### config.mk
export PLATFORM = sky130hd
export DESIGN_NAME = uart_rx_sampler
export DESIGN_NICKNAME = d
export VERILOG_FILES = /design/src/rtl/uart_rx_sampler.sv
export SDC_FILE = /design/constraint.sdc
export NUM_CORES = 1
export LEC_CHECK = 0
export CAP_MARGIN = 30
export CORE_MARGIN = 4
export CORE_UTILIZATION = 40
export CTS_BUF_LIST = sky130_fd_sc_hd__clkbuf_8
export CTS_CLUSTER_SIZE = 12
export DETAILED_ROUTE_END_ITERATION = 6
export GPL_TIMING_DRIVEN = 0
export HOLD_SLACK_MARGIN = 0.03
export PLACE_DENSITY = 0.71
export SYNTH_ARGS = -nofsm -noshare
export SYNTH_HDL_FRONTEND = slang
export SYNTH_SLANG_ARGS = --single-unit
### constraint.sdc
create_clock -name clk -period 4.9 [get_ports clk]
set_clock_uncertainty 0.15 [all_clocks]
set_input_delay 0.98 -clock clk [delete_from_list [all_inputs] [get_ports clk]]
set_output_delay 0.98 -clock clk [all_outputs]
set_load 0.02 [all_outputs]
### src/rtl/uart_rx_sampler.sv
// -----------------------------------------------------------------------------
// uart_rx_sampler
//   Oversampling position counter and three-sample majority voter for a UART
//   receiver. Tracks the oversample position inside the current bit and the
//   bit index inside the frame, and votes on three consecutive samples taken
//   around the middle of each bit.
//
// Ports
//   clk          in   receive oversampling clock, rising edge
//   rst          in   asynchronous active-low reset
//   rx_in        in   serial line, already synchronous to clk, idle high
//   prescale     in   oversampling ratio (8, 16 or 32; anything else -> 8)
//   enable       in   frame in progress, runs the counters
//   dat_samp_en  in   sampling enable
//   edge_cnt     out  oversample position within the current bit
//   bit_cnt      out  bit index within the frame (wraps modulo 16)
//   sampled_bit  out  majority-voted bit value
//   sample_valid out  one-cycle pulse, sampled_bit newly updated
// -----------------------------------------------------------------------------
module uart_rx_sampler (
  input  logic       clk,
  input  logic       rst,
  input  logic       rx_in,
  input  logic [5:0] prescale,
  input  logic       enable,
  input  logic       dat_samp_en,
  output logic [5:0] edge_cnt,
  output logic [3:0] bit_cnt,
  output logic       sampled_bit,
  output logic       sample_valid
);

  localparam int unsigned EdgeW = 6;
  localparam int unsigned BitW  = 4;

  localparam logic [EdgeW-1:0] PrescDefault = EdgeW'(8);
  localparam logic [EdgeW-1:0] Presc16      = EdgeW'(16);
  localparam logic [EdgeW-1:0] Presc32      = EdgeW'(32);

  // Registered state
  logic [EdgeW-1:0] p_q,        p_d;
  logic [EdgeW-1:0] edge_cnt_q, edge_cnt_d;
  logic [BitW-1:0]  bit_cnt_q,  bit_cnt_d;
  logic             s0_q,       s0_d;
  logic             s1_q,       s1_d;
  logic             smp_q,      smp_d;
  logic             valid_q,    valid_d;

  // Derived positions
  logic [EdgeW-1:0] p_legal;
  logic [EdgeW-1:0] half;
  logic [EdgeW-1:0] pos_s0;
  logic [EdgeW-1:0] pos_s1;
  logic [EdgeW-1:0] pos_last;
  logic             vote;

  // Illegal ratios fall back to 8 so the sample positions stay meaningful
  always_comb begin
    p_legal = PrescDefault;
    case (prescale)
      PrescDefault: p_legal = PrescDefault;
      Presc16:      p_legal = Presc16;
      Presc32:      p_legal = Presc32;
      default:      p_legal = PrescDefault;
    endcase
  end

  // Sample points sit at H-2, H-1 and H, centred on the middle of the bit
  always_comb begin
    half     = p_q >> 1;
    pos_s0   = half - EdgeW'(2);
    pos_s1   = half - EdgeW'(1);
    pos_last = p_q - EdgeW'(1);
  end

  // Bitwise 2-of-3 vote using the current line value as the third sample
  assign vote = (s0_q & s1_q) | (s0_q & rx_in) | (s1_q & rx_in);

  // Prescale capture and position counters
  always_comb begin
    p_d        = p_q;
    edge_cnt_d = edge_cnt_q;
    bit_cnt_d  = bit_cnt_q;

    if (!enable) begin
      p_d        = p_legal;
      edge_cnt_d = '0;
      bit_cnt_d  = '0;
    end else if (edge_cnt_q == pos_last) begin
      edge_cnt_d = '0;
      bit_cnt_d  = bit_cnt_q + BitW'(1);
    end else begin
      edge_cnt_d = edge_cnt_q + EdgeW'(1);
    end
  end

  // Sample capture, vote and valid pulse; all hold while sampling is disabled
  always_comb begin
    s0_d    = s0_q;
    s1_d    = s1_q;
    smp_d   = smp_q;
    valid_d = 1'b0;

    if (dat_samp_en) begin
      if (edge_cnt_q == pos_s0) begin
        s0_d = rx_in;
      end
      if (edge_cnt_q == pos_s1) begin
        s1_d = rx_in;
      end
      if (edge_cnt_q == half) begin
        smp_d   = vote;
        valid_d = 1'b1;
      end
    end
  end

  // State registers; reset leaves the line voter at the idle (high) level
  always_ff @(posedge clk or negedge rst) begin
    if (!rst) begin
      p_q        <= PrescDefault;
      edge_cnt_q <= '0;
      bit_cnt_q  <= '0;
      s0_q       <= 1'b1;
      s1_q       <= 1'b1;
      smp_q      <= 1'b1;
      valid_q    <= 1'b0;
    end else begin
      p_q        <= p_d;
      edge_cnt_q <= edge_cnt_d;
      bit_cnt_q  <= bit_cnt_d;
      s0_q       <= s0_d;
      s1_q       <= s1_d;
      smp_q      <= smp_d;
      valid_q    <= valid_d;
    end
  end

  assign edge_cnt     = edge_cnt_q;
  assign bit_cnt      = bit_cnt_q;
  assign sampled_bit  = smp_q;
  assign sample_valid = valid_q;

endmodule

# After elaboration in Yosys (flattened, before gate mapping)
# Cells that the tools add are included.
[totals]
ff_bits = 20
in_bits = 11
out_inout_bits = 12
word_cells = 34
[classes]
add_sub_neg = 5
eq_ne = 7
muxes = 7
bitwise = 5
n_reduce_logical = 3
[ops]
columns = ["cell", "count"]
rows = [
  ["$eq A6 B6 Y1", 3],
  ["$mux W6", 2],
  ["$pmux W6 S2", 1],
  ["$mux W4", 2],
  ["$add A6 B1 Y6 const B", 1],
  ["$eq A6 B5 Y1", 1],
  ["$eq A6 B5 Y1 const B", 1],
  ["$eq A6 B6 Y1 const B", 1],
  ["$reduce_and A2 Y1", 3],
  ["$sub A5 B1 Y6 const B", 1],
  ["$sub A5 B2 Y6 const B", 1],
  ["$sub A6 B1 Y6 const B", 1],
  ["$add A4 B1 Y4 const B", 1],
  ["$and A1 B1 Y1", 3],
  ["$mux W1", 2],
  ["$ne A2 B1 Y1 const B", 1],
  ["$or A1 B1 Y1", 2],
]

# Logic depth before layout (Yosys ltp)
# Gate-level depths: netlist (run 1).
[depth]
word_depth = 4
mapped_depth = 6

# Worst setup path before layout (run 1)
# Ideal clock, no wire load.
[synth_path]
kind = "flip-flop to flip-flop"
startpoint = "reg p_q[3]"
endpoint = "reg bit_cnt_q[3] (netlist: bit_cnt[3])"
setup_time_ps = 78
arrival_ps = 1861
t_required_ps = 4672
slack_ps = 2812
path_stages_with_launch = 7
cell_sequence = "dfstp_2 inv_1 ha_1 xnor3_2 nand4_4 or3_1 a21boi_1"
[synth_between]
elab_chain_cells = 3
[synth_rtl]
columns = ["element", "line_no", "rtl"]
rows = [
  ["from (decl)", "41", "logic [EdgeW-1:0] p_q, p_d;"],
  ["from (signal assigned)", "121", "p_q <= PrescDefault;"],
  ["from (signal assigned)", "129", "p_q <= p_d;"],
  ["$sub A6 B1 Y6", "73", "pos_last = p_q - EdgeW'(1);"],
  ["$eq A6 B6 Y1", "89", "end else if (edge_cnt_q == pos_last) begin"],
  ["$ne A2 B1 Y1 (no line)", "--", ""],
  ["to (signal assigned)", "131", "bit_cnt_q <= bit_cnt_d;"],
  ["to (decl)", "43", "logic [BitW-1:0] bit_cnt_q, bit_cnt_d;"],
]
# No other way between the ends.
# A chain may end at the register's enable or synchronous reset.

# Worst setup path in the final report (run 1)
[layout_path]
startpoint = "reg edge_cnt_q[5] (netlist: edge_cnt[5])"
endpoint = "out edge_cnt[5]"
[layout_lines]
columns = ["element", "line_no", "rtl"]
rows = [
  ["from (decl)", "42", "logic [EdgeW-1:0] edge_cnt_q, edge_cnt_d;"],
  ["from (signal assigned)", "130", "edge_cnt_q <= edge_cnt_d;"],
  ["to (decl)", "27", "output logic [5:0] edge_cnt,"],
]
# No word-level cell between the ends.

==> results of run 1 <==
[area by class of cell]
cell class,count,area (um^2),area share
multi-input cells,63,508,0.398
flip-flops and latches,17,430,0.338
repair buffers,22,220,0.173
clock buffers,3,41.3,0.0324
well taps,28,35.0,0.0275
inverters,5,18.8,0.0147
plain buffers,3,16.3,0.0128
clock inverters,1,5.00,0.00393
[sequential cells by signal, summed over array words and instances (netlist names)]
name / flops
edge_cnt: 6
bit_cnt: 4
p_q: 3
s0_q: 1
s1_q: 1
sample_valid: 1
sampled_bit: 1
[Yosys cell counts (all sizes together) (2+ instances only)]
master,instances
buf,2
nand2,5
ha,5
a21boi,2
nand3,3
o2111ai,2
mux2,3
nand2b,2
xor2,7
o21ai,3
dfstp,4
dfrtp,13
inv,5
nor2,6
or3,2
xnor2,5
and2,4
o31ai,2
[routing by layer]
metal  vias to the layer above  share of wire  routed length [um]
met3                         2          0.030                  56
met4                         0          0.012                  23
li1                        354              -                   -
met2                         8           0.52                 975
met5                         -              0                   0
met1                       317           0.44                 827
[report_power, final]
group / switching [mW] / internal, mW
logic: 0.0274 / 0.0354
clock network: 0.0479 / 0.0564
registers: 0.00911 / 0.162
[final timing paths]
check                                    end  slack [ns]  cells after the start
worst max register to register    bit_cnt[3]        2.69                      6
worst max-delay path             edge_cnt[5]        2.38                      1
min in group asynchronous        edge_cnt[1]        1.02                      1
max in group asynchronous       sample_valid        3.11                      1
worst min-delay path             edge_cnt[0]        0.37                      1
worst min register to register   edge_cnt[0]        0.37                      1
[per-stage QoR]
step	hold WS, ns	power, mW	utilization	cells
floorplan	0.361	0.206	-	88
global placement	0.358	0.235	0.545	138
detailed placement	0.369	0.238	0.545	138
CTS	0.385	0.343	0.565	142
global route	0.419	0.355	0.565	142
finish	0.375	0.338	0.565	142
[kinds of logic (layout without fill, tap and decap cells)]
| kind of cell | count (synthesis) | after routing |
|---|---|---|
| AO/OA/AOI/OAI | 11 | 11 |
| XOR/XNOR | 13 | 13 |
| adder cells (fa/ha/maj) | 6 | 6 |
| buffers and inverters | 8 | 34 |
| flip-flops | 17 | 17 |
| multiplexers | 4 | 4 |
| AND/OR/NAND/NOR | 29 | 29 |
==> flow_metrics.tcl, run 1 <==
set metrics [dict create \
    outcome "completed" \
    synthArstFlopShare 1.00 \
    antenna_left 0 \
    rows 17 \
    dieHeight_um 57.3 \
    synthMuxAreaShare 0.0450 \
    cp_num_buf_inv 1 \
    synth_compound_area_frac 0.0771 \
    power_leakage_nw 0.539 \
    layout_common_cells "22 x clkdlybuf4s50_1, 13 x dfrtp_1, 6 x nor2_1" \
    worst_slack_ns 2.38 \
    h-tree-depth 1 \
    vias_per_cell 4.80 \
    wl_mm 1.88 \
    coreArea_um2 2250 \
    post_cts_resized 0 \
    chipWidth_um 57.3 \
    critPathKind "register to output port" \
    vias 681 \
    max_slew_margin 0.499 \
    cp_slowest_stage_delay_ns 0.66 \
    syn_nets 104 \
    worst_pin_slew_ns 0.750 \
    yosys.area_share.simple 0.177 \
    clock-root-buffer "clkbuf_8" \
    ys.flop_type "dfrtp_1" \
    cp-end-kind "output port" \
    crit_required_ns 3.77 \
    dpl-instance-area_um2 1230 \
    synth_xor_area_frac 0.148 \
    drt-initial-drc-count 8 \
    synth_top_family_by_area "simple AND/OR/NAND/NOR gates" \
    netlist_instances 88 \
    gr-total-overflow 0 \
    path_cells "clkdlybuf4s50_1" \
    yosysTopAreaCell "dfrtp_1" \
    path_clk_slew_ns 0.07 \
    yosys.cell_types.count 33 \
    grt_max_degree 18 \
    peakVddDrop_mv 0.154 \
    synth_top_area_frac 0.334 \
    place_ws_ns 2.38 \
    synth_area_leaders "dfrtp_1 33%, dfstp_2 11%, ha_1 6.4%" \
    ys.warnings.count 0 \
    nets 131 \
    design_area_um2 1270 \
    report.final.slew_viol_count 0 \
    hold_path_class "register to register" \
    slowest_stage "clkdlybuf4s50_1" \
    gp_routability_congestion 0.745 \
    area_delta_synth_final_pct 31.0 \
    reg2reg_from "p_q[3]" \
    num_antenna_cells 0 \
    syn_avg_cell_area_um2 11.1 \
    num_io_pins 23 \
    dp_hpwl_mm 1.47 \
    crit_arrival_ns 1.39 \
    max_freq_mhz 396 \
    synth_edf_count 0 \
    gr-max-usage-layer "met2" \
    period_needed_ns 2.52 \
    postCtsSetupRepairBufs 0 \
    ys_seq_area_frac 0.442 \
    grt_use_met1 0.159 \
    postCtsHoldBufs 0 \
    use_met3 0.0475 \
    synth-adder-area-share 0.0746 \
    hold_viol_final 0 \
    synth_seq_cells 17 \
    fillers 210 \
    worstSetupStartpoint "edge_cnt[5]" \
    antenna_found_initial 0 \
    dr.pass1.iters 3 \
    cts_inserted_buffers 3 \
    cts_num_sinks 17 \
    finalSetupViolations 0 \
    drive_gt1_frac 0.158 \
    timing.final.crit_share 0.515 \
    synth_area_um2 973 \
    dieArea_um2 3290 \
    drc 0 \
    wl_per_cell_um 13.3 \
    cts_buffer_depth 2 \
    initial_core_util 0.432 \
    clkLatencyLatePin_ns 0.25 \
    critPathMaxFanout 7 \
    fin_tns_setup_ns 0 \
    critPathLaunchType "register" \
    min_from "edge_cnt[0]" \
    pwr_density_cell_nw_per_um2 265 \
    grt_pass1_wl_mm 3.31 \
    cts_tree "built" \
    met2_usage 0.217 \
    io_buffers 22 \
    critPathTopFamily "buffers and inverters" \
    rsz0062_at_grt "no" \
    grt_pass1_vias 734 \
    layout_commonest_cell "clkdlybuf4s50_1" \
    drv_cap 0 \
    grt_use_total 0.131 \
]
Power figures use the tool's default switching activity.
==> inputs of run 2 (changes only) <==
PLACE_DENSITY = 0.74   (was 0.71)
clock period = 2.21 ns   (was 4.9 ns; I/O delays follow)
==> run 2 against run 1 <==
Effect of this change: sequential power grew 120%; non-clock buffer count grew 1; critical endpoint is now bit_cnt[3]; clock-buffer cell count is the same; power grew 120%; core utilization grew 0.33 points; critical path type is now register to register; first-iteration DRC count shrank 38%.
==> flow_metrics.tcl, run 2 (synthesis gave the netlist of run 1 again) <==
set metrics [dict create \
    outcome "completed" \
    cts_buffer_depth 2 \
    gp_routability_congestion 0.763 \
    layout_commonest_cell "clkdlybuf4s50_1" \
    worst_slack_ns 0.113 \
    cp-end-kind "register" \
    num_io_pins 23 \
    area_delta_synth_final_pct 31.7 \
    path_cells "inv_1 -> ha_1 -> xnor3_2 -> nand4_4 -> or3_1 -> a21boi_1" \
    rsz0062_at_grt "no" \
    gr-total-overflow 0 \
    num_antenna_cells 0 \
    drv_cap 0 \
    vias 714 \
    power_leakage_nw 0.543 \
    critPathKind "register to register" \
    wl_mm 1.98 \
    cts_num_sinks 17 \
    peakVddDrop_mv 0.394 \
    critPathMaxFanout 7 \
    fin_tns_setup_ns 0 \
    vias_per_cell 4.99 \
    nets 132 \
    dieHeight_um 57.3 \
    design_area_um2 1280 \
    dpl-instance-area_um2 1230 \
    max_slew_margin 0.486 \
    drc 0 \
    finalSetupViolations 0 \
    report.final.slew_viol_count 0 \
    place_ws_ns 0.00107 \
    drive_gt1_frac 0.165 \
    hold_viol_final 0 \
    coreArea_um2 2250 \
    rows 17 \
    fin_util 0.569 \
    wl_per_cell_um 13.8 \
    crit_required_ns 2.24 \
    h-tree-depth 1 \
    dp_hpwl_mm 1.53 \
    critPathTopFamily "flip-flops" \
    crit_arrival_ns 2.13 \
    chipWidth_um 57.3 \
    initial_core_util 0.432 \
    hold_path_class "register to register" \
    largest_reg_flops 6 \
    grt_use_total 0.135 \
    io_buffers 22 \
    clkLatencyLatePin_ns 0.25 \
    timing.final.crit_share 0.949 \
    cts_inserted_buffers 3 \
    antenna_left 0 \
    max_freq_mhz 477 \
    fillers 208 \
    clock-root-buffer "clkbuf_8" \
    dr.pass1.iters 2 \
    worst_pin_slew_ns 0.769 \
    grt_pass1_vias 786 \
    cp_num_buf_inv 1 \
    cp_slowest_stage_delay_ns 0.53 \
    antenna_found_initial 0 \
    grt_max_degree 18 \
    drt-initial-drc-count 5 \
    dieArea_um2 3290 \
    critPathLaunchType "register" \
    path_clk_slew_ns 0.07 \
    layout_common_cells "22 x clkdlybuf4s50_1, 13 x dfrtp_1, 6 x nor2_1" \
    period_needed_ns 2.10 \
    pwr_density_cell_nw_per_um2 591 \
    cts_tree "built" \
    slowest_stage "dfstp_2" \
    grt_pass1_wl_mm 3.39 \
    total_power_uw 758 \
]
==> run 2: cell type report <==
cell class                 count  area, um^2  share of cell area
clock inverter                 1        5.00             0.00390
tap                           28        35.0              0.0273
timing repair buffer          23         228               0.178
clock buffer                   3        41.3              0.0322
inverter                       5        18.8              0.0146
buffer                         3        16.3              0.0127
multi-input combinational     63         508               0.396
sequential                    17         430               0.336
==> run 2: final timing paths <==
| kind | start | end | slack, ns | cells after the start |
|---|---|---|---|---|
| setup / recovery | p_q[3] | bit_cnt[3] | 0.11 | 6 |
| hold / removal | p_q[3] | p_q[3] | 0.35 | 2 |
| max in group asynchronous | rst | bit_cnt[3] | 0.95 | 1 |
| setup reg to reg | p_q[3] | bit_cnt[3] | 0.11 | 6 |
| min in group asynchronous | rst | edge_cnt[2] | 0.49 | 1 |
| hold reg to reg | p_q[3] | p_q[3] | 0.35 | 2 |
==> run 2: tightest hold or removal path, delay by kind of cell (launching register included) <==
family	cells	cell delay [ns]
flip-flops	1	0.37
AO/OA/AOI/OAI	1	0.06
buffers and inverters	1	0.06
==> run 2: power breakdown <==
part / internal (mW) / switching (mW) / total, mW
combinational: 0.0792 / 0.0614 / 0.141
clock: 0.125 / 0.113 / 0.239
sequential: 0.359 / 0.0193 / 0.379
total: 0.564 / 0.194 / 0.758
==> run 2: per-stage QoR <==
| stage | hold slack, ns | instances |
|---|---|---|
| global route | 0.368 | 143 |
| detailed placement | 0.375 | 138 |
| CTS | 0.350 | 143 |
| finish | 0.350 | 143 |
| global placement | 0.355 | 138 |
| floorplan | -0.00359 | 88 |
==> run 2: per-layer routing <==
| layer | vias to the layer above | track usage | part of all wire |
|---|---|---|---|
| met1 | 349 | 0.143 | 0.39 |
| met4 | 0 | 0.0199 | 0.0030 |
| met2 | 10 | 0.251 | 0.56 |
| met5 | - | 0 | 0 |
| met3 | 2 | 0.0588 | 0.042 |
| li1 | 353 | - | - |
==> run 2: what timing repair did <==
item / CTS / global route
setup endpoints to repair: 1 / 1
hold buffers: 0 / 0
resized for setup: 0 / 0
setup buffers: 1 / 0
pin swaps: 0 / 1
==> inputs of run 3 (changes only) <==
ABC_AREA = 1   (was not set)
CORE_MARGIN = 2   (was 4)
PLACE_DENSITY = 0.73   (was 0.74)
==> run 3 against run 2 <==
Effect of this change: largest cell class unchanged; worst hold slack worse by 0.034 ns; register-to-register slack improved by 0.17 ns; synthesized cell count is 74% higher; via count rose by 46%; power is 6.0% higher; core utilization is 4.6 points lower; clock power is essentially flat; non-clock buffer count down 2; design area grew 9.6%; maximum frequency grew 6.7%; sequential share of layout area fell by 2.9 points; global-route usage up 3.4 points.
==> flow_metrics.tcl, run 3 <==
set metrics [dict create \
    post_cts_resized 0 \
    drive_gt1_frac 0.101 \
    drv_cap 0 \
    worst_pin_slew_ns 0.813 \
    syn_nets 169 \
    fin_util 0.523 \
    synth_area_leaders "dfrtp_1 30%, nand2_1 15%, nand3_1 11%" \
    crit_required_ns 1.62 \
    clock-root-buffer "clkbuf_8" \
    max_slew_margin 0.456 \
    cp_num_buf_inv 1 \
    num_antenna_cells 0 \
    path_clk_slew_ns 0.07 \
    netlist_instances 153 \
    synth_seq_cells 17 \
    nets 196 \
    synthTopCellsByCount "43 x nand2_1, 24 x nand3_1, 22 x inv_1" \
    synth_edf_count 0 \
    grt_max_degree 18 \
    gr-total-overflow 0 \
    synthArstFlopShare 1.00 \
    ys.flop_type "dfrtp_1" \
    final_cell_count_no_fill 210 \
    place_inst 206 \
    max_freq_mhz 509 \
    ys_seq_area_frac 0.391 \
    antenna_left 0 \
    area_delta_synth_final_pct 27.8 \
    antenna_found_initial 0 \
    largest_reg_flops 6 \
    critPathLaunchType "register" \
    yosys.cell_types.count 21 \
    initial_core_util 0.409 \
    chipWidth_um 56.4 \
    drt-initial-drc-count 8 \
    crit_arrival_ns 1.37 \
    design_area_um2 1410 \
    cts_inserted_buffers 3 \
    grt_pass1_wl_mm 4.25 \
    cp_slowest_stage_delay_ns 0.59 \
    grt_use_total 0.169 \
    power_leakage_nw 0.725 \
    grt_pass1_vias 1057 \
    yosysTopAreaCell "dfrtp_1" \
    dieHeight_um 56.4 \
    peakVddDrop_mv 0.434 \
    rows 19 \
    hold_path_class "register to register" \
    report.final.slew_viol_count 0 \
    dr.pass1.iters 4 \
    gp_routability_congestion 0.788 \
    outcome "completed" \
    cts_tree "built" \
    critPathTopFamily "buffers and inverters" \
    postCtsSetupRepairBufs 0 \
    vias 1040 \
    pwr_density_cell_nw_per_um2 572 \
    drc 0 \
    num_io_pins 23 \
    path_cells "clkdlybuf4s50_1" \
    fin_tns_setup_ns 0 \
    syn_avg_cell_area_um2 7.19 \
    dp_hpwl_mm 1.91 \
    synth_area_um2 1100 \
    wl_mm 2.44 \
    wl_per_cell_um 11.6 \
    rsz0062_at_grt "no" \
    slowest_stage "clkdlybuf4s50_1" \
    finalSetupViolations 0 \
    vias_per_cell 4.95 \
    clkLatencyLatePin_ns 0.25 \
    ys.warnings.count 0 \
    timing.final.crit_share 0.889 \
    layout_common_cells "43 x nand2_1, 24 x nand3_1, 22 x inv_1, 22 x clkdlybuf4s50_1, 14 x nor2_1" \
    coreArea_um2 2690 \
    io_buffers 22 \
    synth_most_common_cell "nand2_1" \
    hold_viol_final 0 \
    critPathKind "register to output port" \
    dieArea_um2 3180 \
    dpl-instance-area_um2 1360 \
    cp-end-kind "output port" \
    synth_top_area_frac 0.296 \
    critPathMaxFanout 2 \
    cts_num_sinks 17 \
    cts_buffer_depth 2 \
    period_needed_ns 1.97 \
    h-tree-depth 1 \
    postCtsHoldBufs 0 \
    layout_commonest_cell "nand2_1" \
]
==> run 3: final cells by class <==
cell class                      count  area (um^2)
Clock inverter                      1         5.00
Sequential cell                    17          430
Inverter                           24         90.1
Fill cell                         271         1280
Clock buffer                        3         41.3
Tap cell                           31         38.8
Multi-Input combinational cell    110          567
Timing Repair Buffer               22          220
Buffer                              2         12.5
==> run 3: worst paths after layout <==
kind | start | end | slack [ns] | cells past startpoint
worst min-delay path | sampled_bit | sampled_bit | 0.32 | 2
worst max-delay path | sampled_bit | sampled_bit | 0.24 | 1
worst min register to register | sampled_bit | sampled_bit | 0.32 | 2
min in group asynchronous | rst | p_q[4] | 0.50 | 1
max in group asynchronous | rst | sample_valid | 0.90 | 1
worst max register to register | p_q[3] | bit_cnt[3] | 0.28 | 9
==> run 3: layer usage <==
| layer | GRT usage | routed length (um) |
|---|---|---|
| met3 | 0.0276 | 76 |
| met1 | 0.186 | 1050 |
| met5 | 0 | 0 |
| met4 | 0.0748 | 44 |
| met2 | 0.312 | 1270 |
==> run 3: logic make-up after synthesis <==
logic type,count (synthesis),share of synthesized area
xor+xnor,6,0.0478
buf+inv,26,0.0933
compound gates,9,0.0489
fa+ha+maj,5,0.0569
flops,17,0.391
simple gates,90,0.362
==> run 3: worst register-to-register path: stages (launching register included) <==
cell and delay, ns:
dfstp_2 0.56, inv_1 0.11, ha_1 0.36, inv_1 0.06
nand2_1 0.04, nand2_1 0.10, nand3_1 0.11, nor2_2 0.21
nand3_1 0.11, nand2_1 0.07
==> run 3: through the flow <==
step / setup slack, ns / hold slack, ns / power, mW
floorplan: 0.462 / -0.00359 / 0.499
global placement: 0.314 / 0.308 / 0.565
detailed placement: 0.278 / 0.307 / 0.573
CTS: 0.235 / 0.319 / 0.808
global route: 0.167 / 0.342 / 0.848
finish: 0.245 / 0.316 / 0.803
==> run 3: report_power, final <==
group          switching [mW]  internal [mW]  total (mW)
sequential             0.0208          0.359       0.380
clock                   0.110          0.125       0.236
combinational           0.103         0.0844       0.188
